`src/rtl/fetch_sequencer.sv`:
```
// fetch_sequencer: byte-serial instruction fetch FSM. Reads the opcode, asks the
// external decoder for the length, reads up to two operand bytes and then holds
// the complete instruction until execute accepts it.
// Optional feature: define V6502_RESET_VECTOR_EN to boot through the FFFC/FFFD
// reset vector; without it the fetch starts directly at 16'h0200.
module fetch_sequencer (
   input  logic        clk,
   input  logic        rst_n,
   output logic [15:0] mem_addr,
   output logic        mem_rd,
   input  logic [7:0]  mem_rdata,
   input  logic        mem_ready,
   output logic [7:0]  opcode,
   input  logic [1:0]  inst_len,
   output logic [15:0] operand,
   output logic [15:0] inst_pc,
   output logic        inst_valid,
   input  logic        exec_ready,
   input  logic        br_taken,
   input  logic [15:0] br_target
);

`ifdef V6502_RESET_VECTOR_EN
   typedef enum logic [2:0] {
      VEC_LO = 3'd0,
      VEC_HI = 3'd1,
      OPC    = 3'd2,
      OP1    = 3'd3,
      OP2    = 3'd4,
      HOLD   = 3'd5
   } state_t;
   localparam state_t      RST_STATE = VEC_LO;
   localparam logic [15:0] RST_PC    = 16'hFFFC;
`else
   typedef enum logic [2:0] {
      OPC    = 3'd2,
      OP1    = 3'd3,
      OP2    = 3'd4,
      HOLD   = 3'd5
   } state_t;
   localparam state_t      RST_STATE = OPC;
   localparam logic [15:0] RST_PC    = 16'h0200;
`endif

   state_t      state;
   state_t      state_nxt;
   logic [15:0] pc;
   logic        rd_req;
   logic        xfer;
`ifdef V6502_RESET_VECTOR_EN
   logic [7:0]  vec_lo;
`endif

   // The address bus always shows the next fetch address; it only moves on a
   // completed transfer or an accepted redirect, so it is stable through waits.
   assign mem_addr = pc;
   // Gate the request with reset so a read is never presented while held in reset.
   assign mem_rd   = rd_req & rst_n;
   assign xfer     = rd_req & mem_ready;

   // State register
   always_ff @(posedge clk) begin
      if (!rst_n) state <= RST_STATE;
      else        state <= state_nxt;
   end

   // Next-state, read request and instruction-valid decode
   always_comb begin
      state_nxt  = state;
      rd_req     = 1'b0;
      inst_valid = 1'b0;
      case (state)
`ifdef V6502_RESET_VECTOR_EN
         VEC_LO: begin
            rd_req = 1'b1;
            if (mem_ready) state_nxt = VEC_HI;
         end
         VEC_HI: begin
            rd_req = 1'b1;
            if (mem_ready) state_nxt = OPC;
         end
`endif
         OPC: begin
            rd_req = 1'b1;
            if (mem_ready) state_nxt = OP1;
         end
         OP1: begin
            // Lengths 0 and 1 are both single-byte instructions: no operand read.
            if (inst_len > 2'd1) begin
               rd_req = 1'b1;
               if (mem_ready) state_nxt = (inst_len == 2'd3) ? OP2 : HOLD;
            end else begin
               state_nxt = HOLD;
            end
         end
         OP2: begin
            rd_req = 1'b1;
            if (mem_ready) state_nxt = HOLD;
         end
         HOLD: begin
            inst_valid = 1'b1;
            if (exec_ready) state_nxt = OPC;
         end
         default: state_nxt = RST_STATE;
      endcase
   end

   // Fetch pointer and instruction fields
   always_ff @(posedge clk) begin
      if (!rst_n) begin
         pc      <= RST_PC;
         opcode  <= 8'hEA;
         operand <= 16'h0000;
         inst_pc <= 16'h0000;
`ifdef V6502_RESET_VECTOR_EN
         vec_lo  <= 8'h00;
`endif
      end else begin
         if (xfer) pc <= pc + 16'd1;
         case (state)
`ifdef V6502_RESET_VECTOR_EN
            VEC_LO: if (xfer) vec_lo <= mem_rdata;
            VEC_HI: if (xfer) pc <= {mem_rdata, vec_lo};
`endif
            OPC: begin
               if (xfer) begin
                  opcode  <= mem_rdata;
                  inst_pc <= pc;
                  operand <= 16'h0000;
               end
            end
            OP1:  if (xfer) operand[7:0] <= mem_rdata;
            OP2:  if (xfer) operand[15:8] <= mem_rdata;
            // Redirect only counts on the accept cycle of a held instruction.
            HOLD: if (exec_ready && br_taken) pc <= br_target;
            default: ;
         endcase
      end
   end

endmodule

```
`config.mk`:
```
export PLATFORM = sky130hd
export DESIGN_NAME = fetch_sequencer
export DESIGN_NICKNAME = d
export VERILOG_FILES = /design/src/rtl/fetch_sequencer.sv
export SDC_FILE = /design/constraint.sdc
export NUM_CORES = 1
export LEC_CHECK = 0
export ABC_AREA = 1
export CORE_UTILIZATION = 40
export CTS_BUF_LIST = sky130_fd_sc_hd__clkbuf_8
export DETAILED_ROUTE_END_ITERATION = 12
export PLACE_DENSITY = 0.81
export SLEW_MARGIN = 20
export SYNTH_ARGS = -nofsm -noshare
export SYNTH_HDL_FRONTEND = slang
export SYNTH_SLANG_ARGS = --single-unit
```
`constraint.sdc`:
```
create_clock -name clk -period 3.1 [get_ports clk]
set_input_delay 0.775 -clock clk [delete_from_list [all_inputs] [get_ports clk]]
set_output_delay 0.775 -clock clk [all_outputs]
set_load 0.02 [all_outputs]
```
==> summary.txt, run 1 <==
outcome = finished clean
n_diodes = 0
I/O pin count = 89
DP Wirelength = 5361 um
slowest stage delay, CP = 610 ps
clock power share = 0.294
wire per inst = 12.32 um
fin. max-slew vios = 0
total track usage = 0.2121
Crit. End Element = primary output
synthesized instance count = 432
fin crit period = 3003 ps
Routed WL = 7624 um
H-Tree Depth = 3
max cap viols = 0
Post-layout nets = 550
layout cells sized above 1 = 0.05545
Hold Crit Depth = 2
WP data required = 2320 ps
Routed Antenna Nets = 0
Core ar. = 0.006832 sq mm
Combinational Power Share = 0.375
Worst Hold End = inst_pc[0]$_SDFFE_PN0P_
critical-path cell list = clkdlybuf4s50_1, nand3_2, inv_1, nor2_1, nor2_1, clkdlybuf4s50_1
post-CTS sizing = 0
critical path arrival = 2230 ps
DIE WIDTH = 86.19 um
Die H = 86.19 um
largest net degree at the start of global routing = 45
worst r2r src = state[2]$_SDFFE_PN0P_
CTS tree = built
Port Buffer Count = 88
sw power = 1.124 mW
Net Count, Synth = 464
Reg2Reg Setup Slack = 1250 ps
# rows = 30
global-route wire length before repair = 12570 um
sequential area share after synthesis = 0.4166
PD cells = 736.0 mW/mm^2
setup TNS = 0 ps
Residual DRC = 0
synth unique cells = 25
clock sink count = 59
Setup violations, final = 0
Synth Warn # = 0
Fin. Hold Viols = 0
Setup Fix Bufs, Post-CTS = 0
Hold Startpoint = inst_pc[0]$_SDFFE_PN0P_
critical path type = primary input to primary output
Clock Tree Buf Depth = 2
vias = 2950
vias in the first global route = 2763
worst-margin pin slew = 523.1 ps
multi-input logic area = 0.001395 sq mm
Post-CTS Hold Buffers = 0
worst reg-to-reg path cell count = 7
1st-iter DRT viols = 141
TritonRoute pass-1 iters = 4
initial core utilization = 0.4150
Area Growth Syn to Fin = 41.66%
critical path peak fanout = 2
clk root buf = clkbuf_8
Crit Reg-Reg Endpoint = opcode[4]$_SDFFE_PN0P_
die area = 0.007429 sq mm
clock skew = 6.868 ps
Synth Area per Inst = 6.563 sq um
final instance area = 0.004016 sq mm
Reg clk slew, reported paths = 70 ps
FF/Latch Area = 0.001181 sq mm
FMAX = 333.0 MHz
Hold Path Class = flop to flop
FF+latch count, synth = 59
LEAKAGE = 1.740 nW
Reg power frac = 0.331
cts bufs inserted = 9
period utilization = 0.9688
Internal = 1.832 mW
RePlAce Congestion = 0.9075
fillers = 636
clk_lat worst skew = 340 ps
CP max-delay cell = clkdlybuf4s50_1
Peak VDD IR = 0.2930 mV
Slew HR = 0.6500
DR vias/cell = 4.766
synthesized cell area = 0.002835 sq mm
Remaining Overflow, GRT = 0
initial antenna violation count = 0
startpoint types = primary input
Sw Share = 0.3802
Placed Area = 0.003769 sq mm
RSZ-0062 raised after global routing = false
==> how the worst max path moves through the flow <==
| stage | start | end | slack, ps | cells after the start |
|---|---|---|---|---|
| after floorplan | rst_n | mem_rd | 1000 | 3 |
| after global placement | inst_len[1] | mem_rd | 140 | 6 |
| after detailed placement | inst_len[1] | mem_rd | 90 | 6 |
| after CTS | inst_len[1] | mem_rd | 90 | 6 |
| after global routing | inst_len[1] | mem_rd | 40 | 6 |
| final | inst_len[1] | mem_rd | 100 | 6 |
==> power by group through the flow <==
| stage | Combinational [mW] | Sequential [mW] | Clock (mW) |
|---|---|---|---|
| floorplan | 0.648 | 1.10 | 0 |
| global placement | 1.08 | 0.987 | 0 |
| detailed placement | 1.10 | 0.992 | 0 |
| CTS | 1.11 | 0.976 | 0.872 |
| global route | 1.23 | 0.991 | 0.910 |
| finish | 1.11 | 0.978 | 0.870 |
==> cell type report <==
| type | count | share of cell area |
|---|---|---|
| multi-input combinational | 314 | 0.3474 |
| timing repair buffer | 91 | 0.2249 |
| tap | 96 | 0.02991 |
| sequential | 59 | 0.2941 |
| inverter | 43 | 0.04206 |
| clock inverter | 7 | 0.03084 |
| clock buffer | 9 | 0.03084 |
==> stage by stage <==
step / power (mW) / hold WS (ps) / std cells / util / setup WS (ps)
floorplan: 1.749 / 523.2 / 432 / - / 1002
global placement: 2.062 / 451.0 / 603 / 0.5516 / 136.1
detailed placement: 2.091 / 445.3 / 603 / 0.5516 / 90.98
CTS: 2.959 / 459.1 / 619 / 0.5879 / 87.69
global route: 3.129 / 476.6 / 619 / 0.5879 / 42.89
finish: 2.956 / 456.8 / 619 / 0.5879 / 96.76
==> flip-flops by register name (all words and copies together), names as in the netlist <==
| name | flops |
|---|---|
| inst_pc | 16 |
| mem_addr | 16 |
| operand | 16 |
| opcode | 8 |
| state | 3 |
==> cell usage in the layout (no fill, tap or decap), types with 2 or more instances in the layout <==
cell type / n
dfxtp_1: 59
inv_1: 40
nand2_4: 2
nand3_1: 31
bufinv_16: 3
clkinv_4: 2
xor2_1: 4
o21ai_0: 5
inv_2: 2
buf_4: 3
nand3_4: 2
nand4_1: 4
clkbuf_8: 9
xnor2_1: 4
a21oi_1: 32
nor2_1: 60
o211ai_1: 2
nand2_1: 162
clkdlybuf4s50_1: 88
==> cell usage after synthesis, drive strengths merged <==
cell type	number	share of area
a31oi	1	0.0022
buf	8	0.021
xnor2	4	0.012
ha	1	0.0044
o21ai	5	0.0088
clkbuf	8	0.011
nor2	61	0.083
a21oi	32	0.056
inv	43	0.060
o211ai	2	0.0053
nand2	165	0.22
nand3b	1	0.0026
dfxtp	59	0.42
xor2	4	0.012
nand3	34	0.071
nand4	4	0.0088
==> per-layer routing <==
metal,global-route usage,share of wire,vias up
met2,0.3514,0.48,85
met3,0.04286,0.054,15
met5,0,0,-
met4,0.09545,0.020,0
li1,-,-,1509
met1,0.2665,0.44,1341
==> kinds of logic (layout without fill, tap and decap cells) <==
logic type / after synthesis / count (layout) / share of synthesized area
and+or+nand+nor: 265 / 265 / 0.3901
DFF: 59 / 59 / 0.4166
buffers and inverters: 59 / 150 / 0.09135
AOI/OAI and AO/OA: 40 / 40 / 0.07281
xor gates and xnor gates: 8 / 8 / 0.02471
adders and majority gates: 1 / 1 / 0.004412
==> critical path: cells and delay by family <==
kind          cells  cell delay (ps)
simple gates      3              250
buf+inv           3             1200
Power figures use the tool's default switching activity.
==> run 2: changes to the inputs <==
--- a/config.mk
+++ b/config.mk
@@ -6,10 +6,10 @@
 export NUM_CORES = 1
 export LEC_CHECK = 0
 export ABC_AREA = 1
-export CORE_UTILIZATION = 40
+export CORE_UTILIZATION = 52
 export CTS_BUF_LIST = sky130_fd_sc_hd__clkbuf_8
 export DETAILED_ROUTE_END_ITERATION = 12
-export PLACE_DENSITY = 0.81
+export PLACE_DENSITY = 0.95
 export SLEW_MARGIN = 20
 export SYNTH_ARGS = -nofsm -noshare
 export SYNTH_HDL_FRONTEND = slang
==> summary.txt, run 2 (synthesized netlist as in run 1, its figures left out) <==
Crit. End Element = primary output
Core ar. = 0.005172 sq mm
final instance area = 0.003930 sq mm
Area Growth Syn to Fin = 38.61%
Clock Tree Buf Depth = 2
LEAKAGE = 1.723 nW
Routed WL = 7661 um
cts bufs inserted = 9
global-route wire length before repair = 11940 um
Post-CTS Hold Buffers = 0
wire per inst = 12.92 um
initial core utilization = 0.5481
WP data required = 2320 ps
fin. max-slew vios = 0
DP Wirelength = 5285 um
Setup Fix Bufs, Post-CTS = 0
critical path arrival = 2220 ps
worst-margin pin slew = 561.4 ps
initial antenna violation count = 0
DR vias/cell = 5.066
fin crit period = 2999 ps
Final WS setup = 100.5 ps
Post-Place Setup Slack = 142.0 ps
# rows = 26
largest net degree at the start of global routing = 45
total track usage = 0.2758
Placed Area = 0.003736 sq mm
FMAX = 333.4 MHz
commonest non-fill, non-tap cell in the layout = nand2_1
Peak VDD IR = 0.3725 mV
Reg clk slew, reported paths = 60 ps
PD cells = 706.4 mW/mm^2
TritonRoute pass-1 iters = 5
clock sink count = 59
1st-iter DRT viols = 256
critical path type = primary input to primary output
commonest non-fill, non-tap cells in the layout = nand2_1 (162), clkdlybuf4s50_1 (88), nor2_1 (60)
critical path peak fanout = 2
outcome = finished clean
n_diodes = 0
die area = 0.005752 sq mm
RSZ-0062 raised after global routing = false
clock skew = 4.882 ps
fillers = 374
H-Tree Depth = 3
Remaining Overflow, GRT = 0
Routed Antenna Nets = 0
RePlAce Congestion = 0.9196
layout cells sized above 1 = 0.05354
Slew HR = 0.6244
Residual DRC = 0
DIE WIDTH = 75.84 um
clk_lat worst skew = 340 ps
Hold Path Class = flop to flop
Hold Slack = 465.2 ps
Die H = 75.84 um
period utilization = 0.9676
Fin. Hold Viols = 0
startpoint types = primary input
CTS tree = built
clk root buf = clkbuf_8
setup TNS = 0 ps
post-CTS sizing = 0
vias in the first global route = 2698
max cap viols = 0
Setup violations, final = 0
vias = 3004
Post-layout nets = 550
Port Buffer Count = 88
I/O pin count = 89
Overall Power = 2.776 mW
-- run 2: critical path, cell delays in order --
cell             delay (ps)
clkdlybuf4s50_1         510
nand3_2                 130
inv_1                    90
nor2_1                   40
nor2_1                   80
clkdlybuf4s50_1         610
-- run 2: per-stage QoR --
| stage | std cells | utilization |
|---|---|---|
| after floorplan | 432 | - |
| after global placement | 577 | 0.7223 |
| after detailed placement | 577 | 0.7223 |
| after CTS | 593 | 0.7598 |
| after global routing | 593 | 0.7598 |
| final | 593 | 0.7598 |
-- run 2: path summary, 6_finish.rpt --
kind	from	to	slack [ps]	cells after the start
worst min-delay path	inst_pc[4]$_SDFFE_PN0P_	inst_pc[4]$_SDFFE_PN0P_	470	2
worst max register to register	state[1]$_SDFFE_PN1P_	inst_pc[14]$_SDFFE_PN0P_	1250	8
worst max-delay path	inst_len[1]	mem_rd	100	6
worst min register to register	inst_pc[4]$_SDFFE_PN0P_	inst_pc[4]$_SDFFE_PN0P_	470	2
-- run 2: area by class of cell --
cell class	instances	area (sq um)	area share
Clock buffer	10	137.6	0.03502
Clock inverter	6	56.30	0.01433
Inverter	43	168.9	0.04298
Multi-Input combinational cell	314	1395	0.3550
Sequential cell	59	1181	0.3005
Tap cell	70	87.58	0.02229
Timing Repair Buffer	91	903.4	0.2299
-- run 2: per-layer routing --
| metal | GRT usage | part of all wire |
|---|---|---|
| met1 | 0.3450 | 0.43 |
| met3 | 0.05952 | 0.055 |
| met5 | 0 | 0 |
| met2 | 0.4562 | 0.49 |
| met4 | 0.1214 | 0.021 |
-- run 2: report_power, final --
part | switching (mW) | internal [mW] | total, mW
Sequential | 0.0998 | 0.881 | 0.981
Combinational | 0.690 | 0.412 | 1.10
Clock | 0.307 | 0.385 | 0.693
==> run 3: changes to the inputs <==
--- a/config.mk
+++ b/config.mk
@@ -7,9 +7,10 @@
 export LEC_CHECK = 0
 export ABC_AREA = 1
 export CORE_UTILIZATION = 52
-export CTS_BUF_LIST = sky130_fd_sc_hd__clkbuf_8
+export CTS_BUF_LIST = sky130_fd_sc_hd__clkbuf_4
 export DETAILED_ROUTE_END_ITERATION = 12
 export PLACE_DENSITY = 0.95
+export RECOVER_POWER = 50
 export SLEW_MARGIN = 20
 export SYNTH_ARGS = -nofsm -noshare
 export SYNTH_HDL_FRONTEND = slang
==> summary.txt, run 3 (synthesized netlist as in run 1, its figures left out) <==
outcome = finished clean
critical path arrival = 2210 ps
cts bufs inserted = 9
largest net degree at the start of global routing = 45
worst-margin pin slew = 698.2 ps
DR vias/cell = 5.039
setup TNS = 0 ps
clock skew = 14.99 ps
clk root buf = clkbuf_4
fillers = 400
PD cells = 664.9 mW/mm^2
commonest non-fill, non-tap cell in the layout = nand2_1
fin crit period = 2988 ps
Fin. Hold Viols = 0
Setup violations, final = 0
FF/Latch Area = 0.001181 sq mm
I/O pin count = 89
Setup Fix Bufs, Post-CTS = 0
Die H = 75.84 um
Crit. End Element = primary output
DIE WIDTH = 75.84 um
DP Wirelength = 5285 um
Clock Tree Buf Depth = 2
fin. max-slew vios = 0
Final WS setup = 111.5 ps
critical path type = primary input to primary output
Reg clk slew, reported paths = 90 ps
Hold Path Class = flop to flop
Routed WL = 7393 um
RSZ-0062 raised after global routing = false
Port Buffer Count = 88
Slew HR = 0.5334
TritonRoute pass-1 iters = 5
dpl cells = 577
WP data required = 2320 ps
period utilization = 0.9640
commonest non-fill, non-tap cells in the layout = nand2_1 (164), clkdlybuf4s50_1 (76), nor2_1 (60)
startpoint types = primary input
Peak VDD IR = 0.5232 mV
wire per inst = 12.47 um
post-CTS sizing = 0
Core ar. = 0.005172 sq mm
# rows = 26
n_diodes = 0
vias in the first global route = 2573
total track usage = 0.2659
CTS tree = built
Post-Place Setup Slack = 142.0 ps
clock sink count = 59
global-route wire length before repair = 11470 um
Post-CTS Hold Buffers = 0
vias = 2988
Routed Antenna Nets = 0
Post-layout nets = 550
multi-input logic area = 0.001368 sq mm
RePlAce Congestion = 0.9196
FMAX = 334.6 MHz
Remaining Overflow, GRT = 0
die area = 0.005752 sq mm
Residual DRC = 0
critical path peak fanout = 2
H-Tree Depth = 3
layout cells sized above 1 = 0.04589
Final Non-Filler Cells = 593
Area Growth Syn to Fin = 35.44%
initial core utilization = 0.5481
initial antenna violation count = 0
max cap viols = 0
1st-iter DRT viols = 224
LEAKAGE = 1.711 nW
clk_lat worst skew = 410 ps
==> run 3: cell count changes in the layout (fill, tap and decap cells not counted) <==
| cell | delta |
|---|---|
| nand2_4 | -2 |
| clkdlybuf4s50_1 | -12 |
| nand3_4 | -1 |
| dlygate4sd3_1 | +12 |
| nand3_1 | +1 |
| clkinv_1 | +1 |
| inv_2 | -1 |
| clkbuf_4 | +10 |
| nand2_1 | +2 |
| clkbuf_8 | -10 |
==> run 3: path summary, 6_finish.rpt <==
| kind | startpoint | to | slack (ps) | depth (start not counted) |
|---|---|---|---|---|
| max | inst_len[1] | mem_rd | 110 | 6 |
| min | operand[10]$_SDFFE_PN0P_ | operand[10]$_SDFFE_PN0P_ | 470 | 2 |
| max reg2reg | state[2]$_SDFFE_PN0P_ | operand[7]$_SDFFE_PN0P_ | 810 | 7 |
| min reg2reg | operand[10]$_SDFFE_PN0P_ | operand[10]$_SDFFE_PN0P_ | 470 | 2 |
==> run 3: metrics by stage <==
| stage | hold WS [ps] | total power, mW | instance area [sq um] | util |
|---|---|---|---|---|
| 5_1_grt | 486.8 | 2.711 | 3840 | 0.7424 |
| 2_1_floorplan | 523.2 | 1.749 | 2835 | - |
| 4_1_cts | 471.2 | 2.606 | 3867 | 0.7477 |
| 3_5_place_dp | 457.1 | 2.084 | 3736 | 0.7223 |
| 3_3_place_gp | 431.6 | 2.049 | 3736 | 0.7223 |
| 6_report | 465.9 | 2.553 | 3840 | 0.7424 |
==> run 3: cell type report <==
type / instances / share of cell area
flip-flops and latches: 59 / 0.3076
inverters: 43 / 0.04399
clock buffers: 10 / 0.01955
well taps: 70 / 0.02281
clock inverters: 6 / 0.01466
repair buffers: 91 / 0.2353
multi-input cells: 314 / 0.3561
==> run 3: layer usage <==
metal  part of all wire  GRT usage  vias to the layer above
met1               0.43     0.3355                     1317
met4              0.027     0.1214                        0
li1                   -          -                     1515
met2               0.47     0.4366                      136
met3              0.076    0.05423                       20
met5                  0          0                        -
==> run 3: power breakdown <==
part           switching [mW]  total, mW  internal [mW]
combinational           0.658       1.04          0.387
sequential             0.0963      0.976          0.880
clock                   0.284      0.532          0.248
==> run 3: worst max-delay path: stages <==
cell and delay, ps:
dlygate4sd3_1 570, nand3_2 90, inv_1 60, nor2_1 30, nor2_1 80, clkdlybuf4s50_1 610
